$ cat src/rtl/src_loader.sv
// -----------------------------------------------------------------------------
// src_loader
//   Write-side front end of src_buf. Accepts DATA_W-bit beats from the DMA
//   stream and writes them into one of two ping-pong banks of src_buf. The
//   bank is the top address bit. Each bank is tracked as EMPTY / FILLING /
//   FULL, so the exec side only reads a completed bank. Exec hands a bank
//   back with a one-cycle release pulse.
//
// Ports
//   clk, rst          clock (posedge), asynchronous active-high reset
//   s_valid/s_ready   stream handshake; a beat is accepted when both are high
//   s_data, s_last    beat payload; s_last closes the current bank
//   src_v/src_a/src_d write strobe, {bank, word ptr} and data to src_buf
//   bank_full         bit b set while bank b is FULL
//   bank_len0/1       number of words written into bank 0/1 at its last close
//   bank_release      per-bank pulse from exec: FULL bank -> EMPTY
//   trunc             sticky flag: a bank filled up without s_last
// -----------------------------------------------------------------------------
module src_loader #(
  parameter int DEPTH_LOG2 = 9,
  parameter int DATA_W     = 64
) (
  input  logic                  clk,
  input  logic                  rst,
  input  logic                  s_valid,
  output logic                  s_ready,
  input  logic [DATA_W-1:0]     s_data,
  input  logic                  s_last,
  output logic                  src_v,
  output logic [DEPTH_LOG2:0]   src_a,
  output logic [DATA_W-1:0]     src_d,
  output logic [1:0]            bank_full,
  output logic [DEPTH_LOG2:0]   bank_len0,
  output logic [DEPTH_LOG2:0]   bank_len1,
  input  logic [1:0]            bank_release,
  output logic                  trunc
);

  typedef enum logic [1:0] {
    B_EMPTY   = 2'd0,
    B_FILLING = 2'd1,
    B_FULL    = 2'd2
  } bank_st_t;

  localparam logic [DEPTH_LOG2-1:0] PTR_MAX = '1;
  localparam logic [DEPTH_LOG2-1:0] PTR_ONE = {{(DEPTH_LOG2-1){1'b0}}, 1'b1};
  localparam logic [DEPTH_LOG2:0]   LEN_ONE = {{DEPTH_LOG2{1'b0}}, 1'b1};

  bank_st_t                bank_st_r  [0:1];
  bank_st_t                bank_nxt_s [0:1];
  logic                    wr_bank_r;
  logic                    wr_bank_nxt_s;
  logic [DEPTH_LOG2-1:0]   wr_ptr_r;
  logic [DEPTH_LOG2-1:0]   wr_ptr_nxt_s;
  logic [1:0]              sel_s;
  logic                    accept_s;
  logic                    at_max_s;
  logic                    close_s;
  logic                    s_ready_nxt_s;
  logic [DEPTH_LOG2:0]     len_s;

  // Handshake decode and close detection for the beat on the bus this cycle.
  always_comb begin
    accept_s = s_valid & s_ready;
    at_max_s = (wr_ptr_r == PTR_MAX);
    close_s  = accept_s & (s_last | at_max_s);
    sel_s    = wr_bank_r ? 2'b10 : 2'b01;
    len_s    = {1'b0, wr_ptr_r} + LEN_ONE;
  end

  // Next-state logic for both bank FSMs, write pointer and ready flag.
  always_comb begin
    bank_nxt_s[0] = bank_st_r[0];
    bank_nxt_s[1] = bank_st_r[1];
    for (int b = 0; b < 2; b++) begin
      case (bank_st_r[b])
        B_EMPTY: begin
          if (accept_s && sel_s[b]) begin
            bank_nxt_s[b] = close_s ? B_FULL : B_FILLING;
          end else begin
            bank_nxt_s[b] = B_EMPTY;
          end
        end
        // A release seen while FILLING is deliberately dropped, even when it
        // coincides with the closing beat: the bank still ends FULL.
        B_FILLING: begin
          if (close_s && sel_s[b]) begin
            bank_nxt_s[b] = B_FULL;
          end else begin
            bank_nxt_s[b] = B_FILLING;
          end
        end
        B_FULL: begin
          if (bank_release[b]) begin
            bank_nxt_s[b] = B_EMPTY;
          end else begin
            bank_nxt_s[b] = B_FULL;
          end
        end
        default: begin
          bank_nxt_s[b] = B_EMPTY;
        end
      endcase
    end

    if (close_s) begin
      wr_bank_nxt_s = ~wr_bank_r;
      wr_ptr_nxt_s  = '0;
    end else if (accept_s) begin
      wr_bank_nxt_s = wr_bank_r;
      wr_ptr_nxt_s  = wr_ptr_r + PTR_ONE;
    end else begin
      wr_bank_nxt_s = wr_bank_r;
      wr_ptr_nxt_s  = wr_ptr_r;
    end

    // Ready looks at the bank we will be writing next cycle, so a close into
    // an already-full partner drops ready before another beat can slip in.
    s_ready_nxt_s = (bank_nxt_s[wr_bank_nxt_s] != B_FULL);
  end

  // State, pointer and all registered outputs.
  always_ff @(posedge clk or posedge rst) begin
    if (rst) begin
      bank_st_r[0] <= B_EMPTY;
      bank_st_r[1] <= B_EMPTY;
      wr_bank_r    <= 1'b0;
      wr_ptr_r     <= '0;
      s_ready      <= 1'b0;
      src_v        <= 1'b0;
      src_a        <= '0;
      src_d        <= '0;
      bank_full    <= 2'b00;
      bank_len0    <= '0;
      bank_len1    <= '0;
      trunc        <= 1'b0;
    end else begin
      bank_st_r[0] <= bank_nxt_s[0];
      bank_st_r[1] <= bank_nxt_s[1];
      wr_bank_r    <= wr_bank_nxt_s;
      wr_ptr_r     <= wr_ptr_nxt_s;
      s_ready      <= s_ready_nxt_s;
      src_v        <= accept_s;
      bank_full    <= {bank_nxt_s[1] == B_FULL, bank_nxt_s[0] == B_FULL};
      if (accept_s) begin
        src_a <= {wr_bank_r, wr_ptr_r};
        src_d <= s_data;
      end else begin
        src_a <= src_a;
        src_d <= src_d;
      end
      if (close_s && !wr_bank_r) begin
        bank_len0 <= len_s;
      end else begin
        bank_len0 <= bank_len0;
      end
      if (close_s && wr_bank_r) begin
        bank_len1 <= len_s;
      end else begin
        bank_len1 <= bank_len1;
      end
      // Filling the last word without s_last means the block was cut short.
      if (accept_s && at_max_s && !s_last) begin
        trunc <= 1'b1;
      end else begin
        trunc <= trunc;
      end
    end
  end

endmodule
$ cat config.mk
export PLATFORM = sky130hd
export DESIGN_NAME = src_loader
export DESIGN_NICKNAME = d
export VERILOG_FILES = /design/src/rtl/src_loader.sv
export SDC_FILE = /design/constraint.sdc
export NUM_CORES = 1
export LEC_CHECK = 0
export CAP_MARGIN = 25
export CORE_ASPECT_RATIO = 1.2
export CORE_MARGIN = 8
export CORE_UTILIZATION = 45
export CTS_CLUSTER_DIAMETER = 100
export DETAILED_ROUTE_END_ITERATION = 16
export PLACE_DENSITY = 0.9
export SYNTH_ARGS = -nofsm -noshare
export SYNTH_HDL_FRONTEND = slang
export SYNTH_SLANG_ARGS = --single-unit
$ cat constraint.sdc
create_clock -name clk -period 10.2 [get_ports clk]
set_input_delay 1.53 -clock clk [delete_from_list [all_inputs] [get_ports clk]]
set_output_delay 1.53 -clock clk [all_outputs]
set_load 0.01 [all_outputs]
### After elaboration in Yosys (flattened, before gate mapping)

Index checks and enable logic that the tools add are counted.

| storage, ports and cells | value |
|---|---|
| bits in registers | 113 |
| bits of input ports | 70 |
| output and inout bits | 99 |
| word-level logic and storage cells | 57 |

| cells by class | value |
|---|---|
| add/sub/neg operators | 2 |
| $lt $le $gt $ge | 1 |
| eq/ne operators | 8 |
| muxes and demuxes | 16 |
| bitwise operators | 5 |
| reduce and logical (&&, ||, !) cells | 13 |

Operators with widths:

| kind | number |
|---|---|
| $mux W2 | 11 |
| $mux W9 | 2 |
| $pmux W2 S3 | 2 |
| $add A9 B1 Y10 const B | 1 |
| $add A9 B1 Y9 const B | 1 |
| $eq A9 B9 Y1 const B | 1 |
| $eq A2 B2 Y1 const B | 4 |
| $logic_and A1 B1 Y1 | 8 |
| $eq A2 B1 Y1 const B | 2 |
| $logic_not A2 Y1 | 2 |
| $and A1 B1 Y1 | 2 |
| $ge A2 B2 Y1 const B | 1 |
| $logic_not A1 Y1 | 2 |
| $ne A2 B2 Y1 const B | 1 |
| $not A1 Y2 | 1 |
| $reduce_bool A2 Y1 | 1 |
| $mux W1 | 1 |
| $not A1 Y1 | 1 |
| $or A1 B1 Y1 | 1 |

### Logic depth before layout (Yosys ltp)

| logic depth | value |
|---|---|
| depth after elaboration | 10 |
| gate-level depth with buffers | 12 |
| mapped depth without buffers | 11 |

### Worst setup path after synthesis

OpenSTA, ideal clock, no wires.

| timing | value |
|---|---|
| kind | input -> register |
| start | input s_valid |
| end | register bank_len0[2] |
| setup time | 0.077 ns |
| arrival | 2.742 ns |
| required time | 10.123 ns |
| slack | 7.380 ns |
| cell stages on the path | 7 |
| buffers on the path | 2 |
| cell sequence | nand2_1 > nor2_1 > ha_1 > buf_2 > buf_1 > nor2_1 > a21oi_1 |

| between the ends | value |
|---|---|
| word-level cells in the longest chain between the ends | 3 |

RTL lines:

| item | line | text |
|---|---|---|
| start, declared | 25 | `input logic s_valid,` |
| $and A1 B1 Y1 | 64 | `accept_s = s_valid & s_ready;` |
| $and A1 B1 Y1 | 66 | `close_s = accept_s & (s_last \| at_max_s);` |
| $logic_and A1 B1 Y1 | 152 | `if (close_s && !wr_bank_r) begin` |
| end signal, assigned | 153 | `bank_len0 <= len_s;` |
| end signal, assigned | 155 | `bank_len0 <= bank_len0;` |
| end, declared | 33 | `output logic [DEPTH_LOG2:0] bank_len0,` |

Every way passes these cells.
A chain may end at the register's enable or synchronous reset.

==> impl_metrics.csv <==
group,metric,value,unit
final_layout,fillers,696,
global_routing,grt_max_degree,70,
place,place_ws,5.559,ns
clock_tree,path_clk_slew,0.05,ns
critical_path,cp-end-kind,"flip-flop",
pwr,max-vdd-ir-drop,0.0001424,V
yosys,synth_seq_area_share,63.39,%
detailed_routing,drtAntennaViolNets,0,
yosys,netlist_area,4461,sq um
clock_tree,cts.sinks,113,
timing,finalCriticalPeriod,4.222,ns
floorplan,start_util,45.47,%
clock_tree,h-tree-depth,4,
final_layout,final_cell_area,6857,sq um
worst_hold_path,hold_class,"reg -> reg",
detailed_routing,vias,3828,
clock_tree,cts_tree,"yes",
clock_tree,root_buffer,"clkbuf_16",
place,dpl_cell_area,6230,sq um
yosys,synth_nets,542,
final_layout,nets,709,
pwr,switching_share,29.55,%
timing,final.period_utilization,41.39,%
clock_tree,post-cts-setup-buffers,0,
final_layout,drive_above_1_share,8.025,%
clock_tree,ctsResizeCount,0,
critical_path,path_class,"in -> reg",
final_layout,antenna_cells,0,
pwr,p_total,1777,uW
global_routing,grt_pass1_wl,20470,um
detailed_routing,wl,12660,um
timing,setup_violations,0,
detailed_routing,routedWlPerCell,16.36,um
place,dp_hpwl,9122,um
critical_path,worstPathMaxFanout,50,
yosys,ys_ff_latch,113,
clock_tree,holdBufCountCts,0,
pwr,combPwrFrac,28.6,%
global_routing,antenna_found_initial,0,
floorplan,die_y,125.1,um
final_layout,fin_cells,774,
critical_path,worstPathRequired,10.49,ns
timing,tightest_slew,0.8320,ns
timing,slew-limit-headroom,44.53,%
timing,timing.final.ws_setup,5.978,ns
critical_path,r2r_start,"wr_ptr_r[0]",
yosys,avgSynthCellArea,9.531,sq um
detailed_routing,vias_per_cell,4.946,
pwr,p_seq_share,36.8,%
place,io_buffer_count,168,
timing,maxSlewViolCount,0,
global_routing,grt_overflow,0,
timing,tns,0,ns
pwr,leakage,0.003284,uW
yosys,syn_inst,468,
detailed_routing,drt-pass1-iter-count,5,
timing,hold_viol_final,0,
timing,fmax,0.2369,GHz
critical_path,cp-startpoint,"s_valid",
clock_tree,insertion_delay,0.40,ns
worst_hold_path,hp-start,"src_d[43]",
pwr,p_clk_share,34.6,%
yosys,yosysWarningCount,0,
flow_run,cap_violations,0,
pwr,pwr_density_cell,259.2,nW/um^2
floorplan,die_width,106.9,um
yosys,synth_cell_types,34,
floorplan,rows,40,
pwr,p_sw,525.2,uW
global_routing,grt_pass1_vias,4049,
run_status,status,"finished, final reports clean",
place,place_inst,742,
final_layout,area_delta_synth_final,53.72,%
critical_path,startpoint_type,"primary input",
floorplan,dieArea,13370,sq um
timing,grt_setup_unrepaired,"false",
critical_path,cp.arrival,4.51,ns
detailed_routing,first_iter_violations,207,
timing,clock_skew,0.005182,ns
pwr,internal_power,1252,uW
place,place.gp.congestion,0.8690,
global_routing,grt_usage,19.38,%
detailed_routing,drc_errors,0,
clock_tree,clockBufferDepth,2,
floorplan,coreArea,9809,sq um
floorplan,io_pins,169,
clock_tree,cts_buffers,17,
worst max-delay path: stages:
cell	delay, ns
clkdlybuf4s50_1	0.47
nand2_2	0.40
buf_4	0.46
nor2_1	0.40
ha_1	0.66
nand2_1	0.13
o22ai_1	0.21
a21o_1	0.13
mux2i_1	0.07
registers in the layout (all words and copies together), names as in the netlist, 2 cells and up:
signal and flops:
src_d 64, src_a 10, bank_len0 10, bank_len1 10, bank_st_r 4, wr_ptr_r 9, bank_full 2
metrics by stage:
stage / hold slack, ns / util (%)
6_report: 0.4727 / 69.90
5_1_grt: 0.4851 / 69.90
4_1_cts: 0.4753 / 69.90
3_5_place_dp: 0.4632 / 63.51
3_3_place_gp: 0.4593 / 63.30
2_1_floorplan: 0.4439 / -
layout make-up:
cell class / instances / area (sq um) / share of cell area, %
Timing Repair Buffer: 171 / 1717 / 25.04
Inverter: 9 / 36.28 / 0.5292
Tap cell: 126 / 157.7 / 2.299
Clock buffer: 18 / 439.2 / 6.405
Multi-Input combinational cell: 323 / 1491 / 21.75
Sequential cell: 113 / 2828 / 41.24
Clock inverter: 14 / 187.7 / 2.737
cell usage in the layout (no fill, tap or decap), types with 3 or more instances in the layout:
cell / count
inv_1: 7
o21ai_0: 10
clkinv_2: 4
nand3_1: 4
bufinv_16: 4
ha_1: 4
nand2b_1: 4
clkbuf_16: 17
nor3_1: 3
a21oi_1: 17
xor2_1: 4
clkdlybuf4s50_1: 168
a31o_2: 3
or3_1: 3
clkinvlp_4: 4
nand2_1: 226
dfrtp_1: 113
nor2_1: 16
a21o_1: 3
mux2_2: 6
mux2i_1: 3
metal layers:
layer  up-vias  part of all wire, %  GRT usage [%]  wire, um
met5         -                    0              0         0
met4         0                  3.5          10.87       448
met3        37                  7.0          6.629       887
met2       151                   50          31.66      6368
met1      1818                   39          21.49      4954
li1       1822                    -              -         -
cells by family (layout without fill, tap and decap cells):
| logic type | count (synthesis) | count (layout) | share of synthesized area [%] |
|---|---|---|---|
| buffers and inverters | 32 | 212 | 3.226 |
| XOR/XNOR | 6 | 6 | 1.178 |
| multiplexers | 9 | 9 | 2.188 |
| flip-flops | 113 | 113 | 63.39 |
| AO/OA/AOI/OAI | 39 | 39 | 5.133 |
| AND/OR/NAND/NOR | 265 | 265 | 23.76 |
| adder cells (fa/ha/maj) | 4 | 4 | 1.122 |
final timing paths:
| check | to | slack, ns | cells past startpoint |
|---|---|---|---|
| setup / recovery | s_ready | 5.98 | 9 |
| hold / removal | src_d[43] | 0.47 | 2 |
| setup reg to reg | s_ready | 7.03 | 11 |
| hold reg to reg | src_d[43] | 0.47 | 2 |
| max in group asynchronous | src_d[4] | 7.42 | 3 |
| min in group asynchronous | src_d[13] | 1.54 | 2 |
synth_stat cells:
| library cell | count | area, sq um |
|---|---|---|
| nand2_1 | 227 | 852.1 |
| dfrtp_1 | 113 | 2828 |
| a21oi_1 | 17 | 85.08 |
| nor2_1 | 16 | 60.06 |
| buf_2 | 13 | 65.06 |
| o21ai_0 | 10 | 50.05 |
| inv_1 | 8 | 30.03 |
| mux2_2 | 6 | 67.56 |
| clkbuf_1 | 5 | 18.77 |
| ha_1 | 4 | 50.05 |
| nand2b_1 | 4 | 25.02 |
| nand3_1 | 4 | 20.02 |
| xor2_1 | 4 | 35.03 |
| a21o_1 | 3 | 22.52 |
| a31o_2 | 3 | 26.28 |
| buf_1 | 3 | 11.26 |
| mux2i_1 | 3 | 30.03 |
| nor3_1 | 3 | 15.01 |
| or3_1 | 3 | 18.77 |
| buf_4 | 2 | 15.01 |
| o22ai_1 | 2 | 12.51 |
| o31ai_1 | 2 | 15.01 |
| xnor2_1 | 2 | 17.52 |
| a22o_1 | 1 | 8.760 |
| and3_4 | 1 | 11.26 |
| and4_1 | 1 | 8.760 |
| inv_2 | 1 | 3.750 |
| nand2_2 | 1 | 6.260 |
| nand3_4 | 1 | 17.52 |
| nand4_1 | 1 | 6.260 |
| nor2_2 | 1 | 6.260 |
| o311ai_1 | 1 | 8.760 |
| or2_1 | 1 | 6.260 |
| or2_2 | 1 | 6.260 |
power groups by stage:
stage	clock (uW)	sequential, uW	combinational, uW
2_1_floorplan	0	690	170
3_3_place_gp	0	653	489
3_5_place_dp	0	657	513
4_1_cts	626	652	517
5_1_grt	648	668	551
6_report	615	654	508
Power figures use the tool's default switching activity.
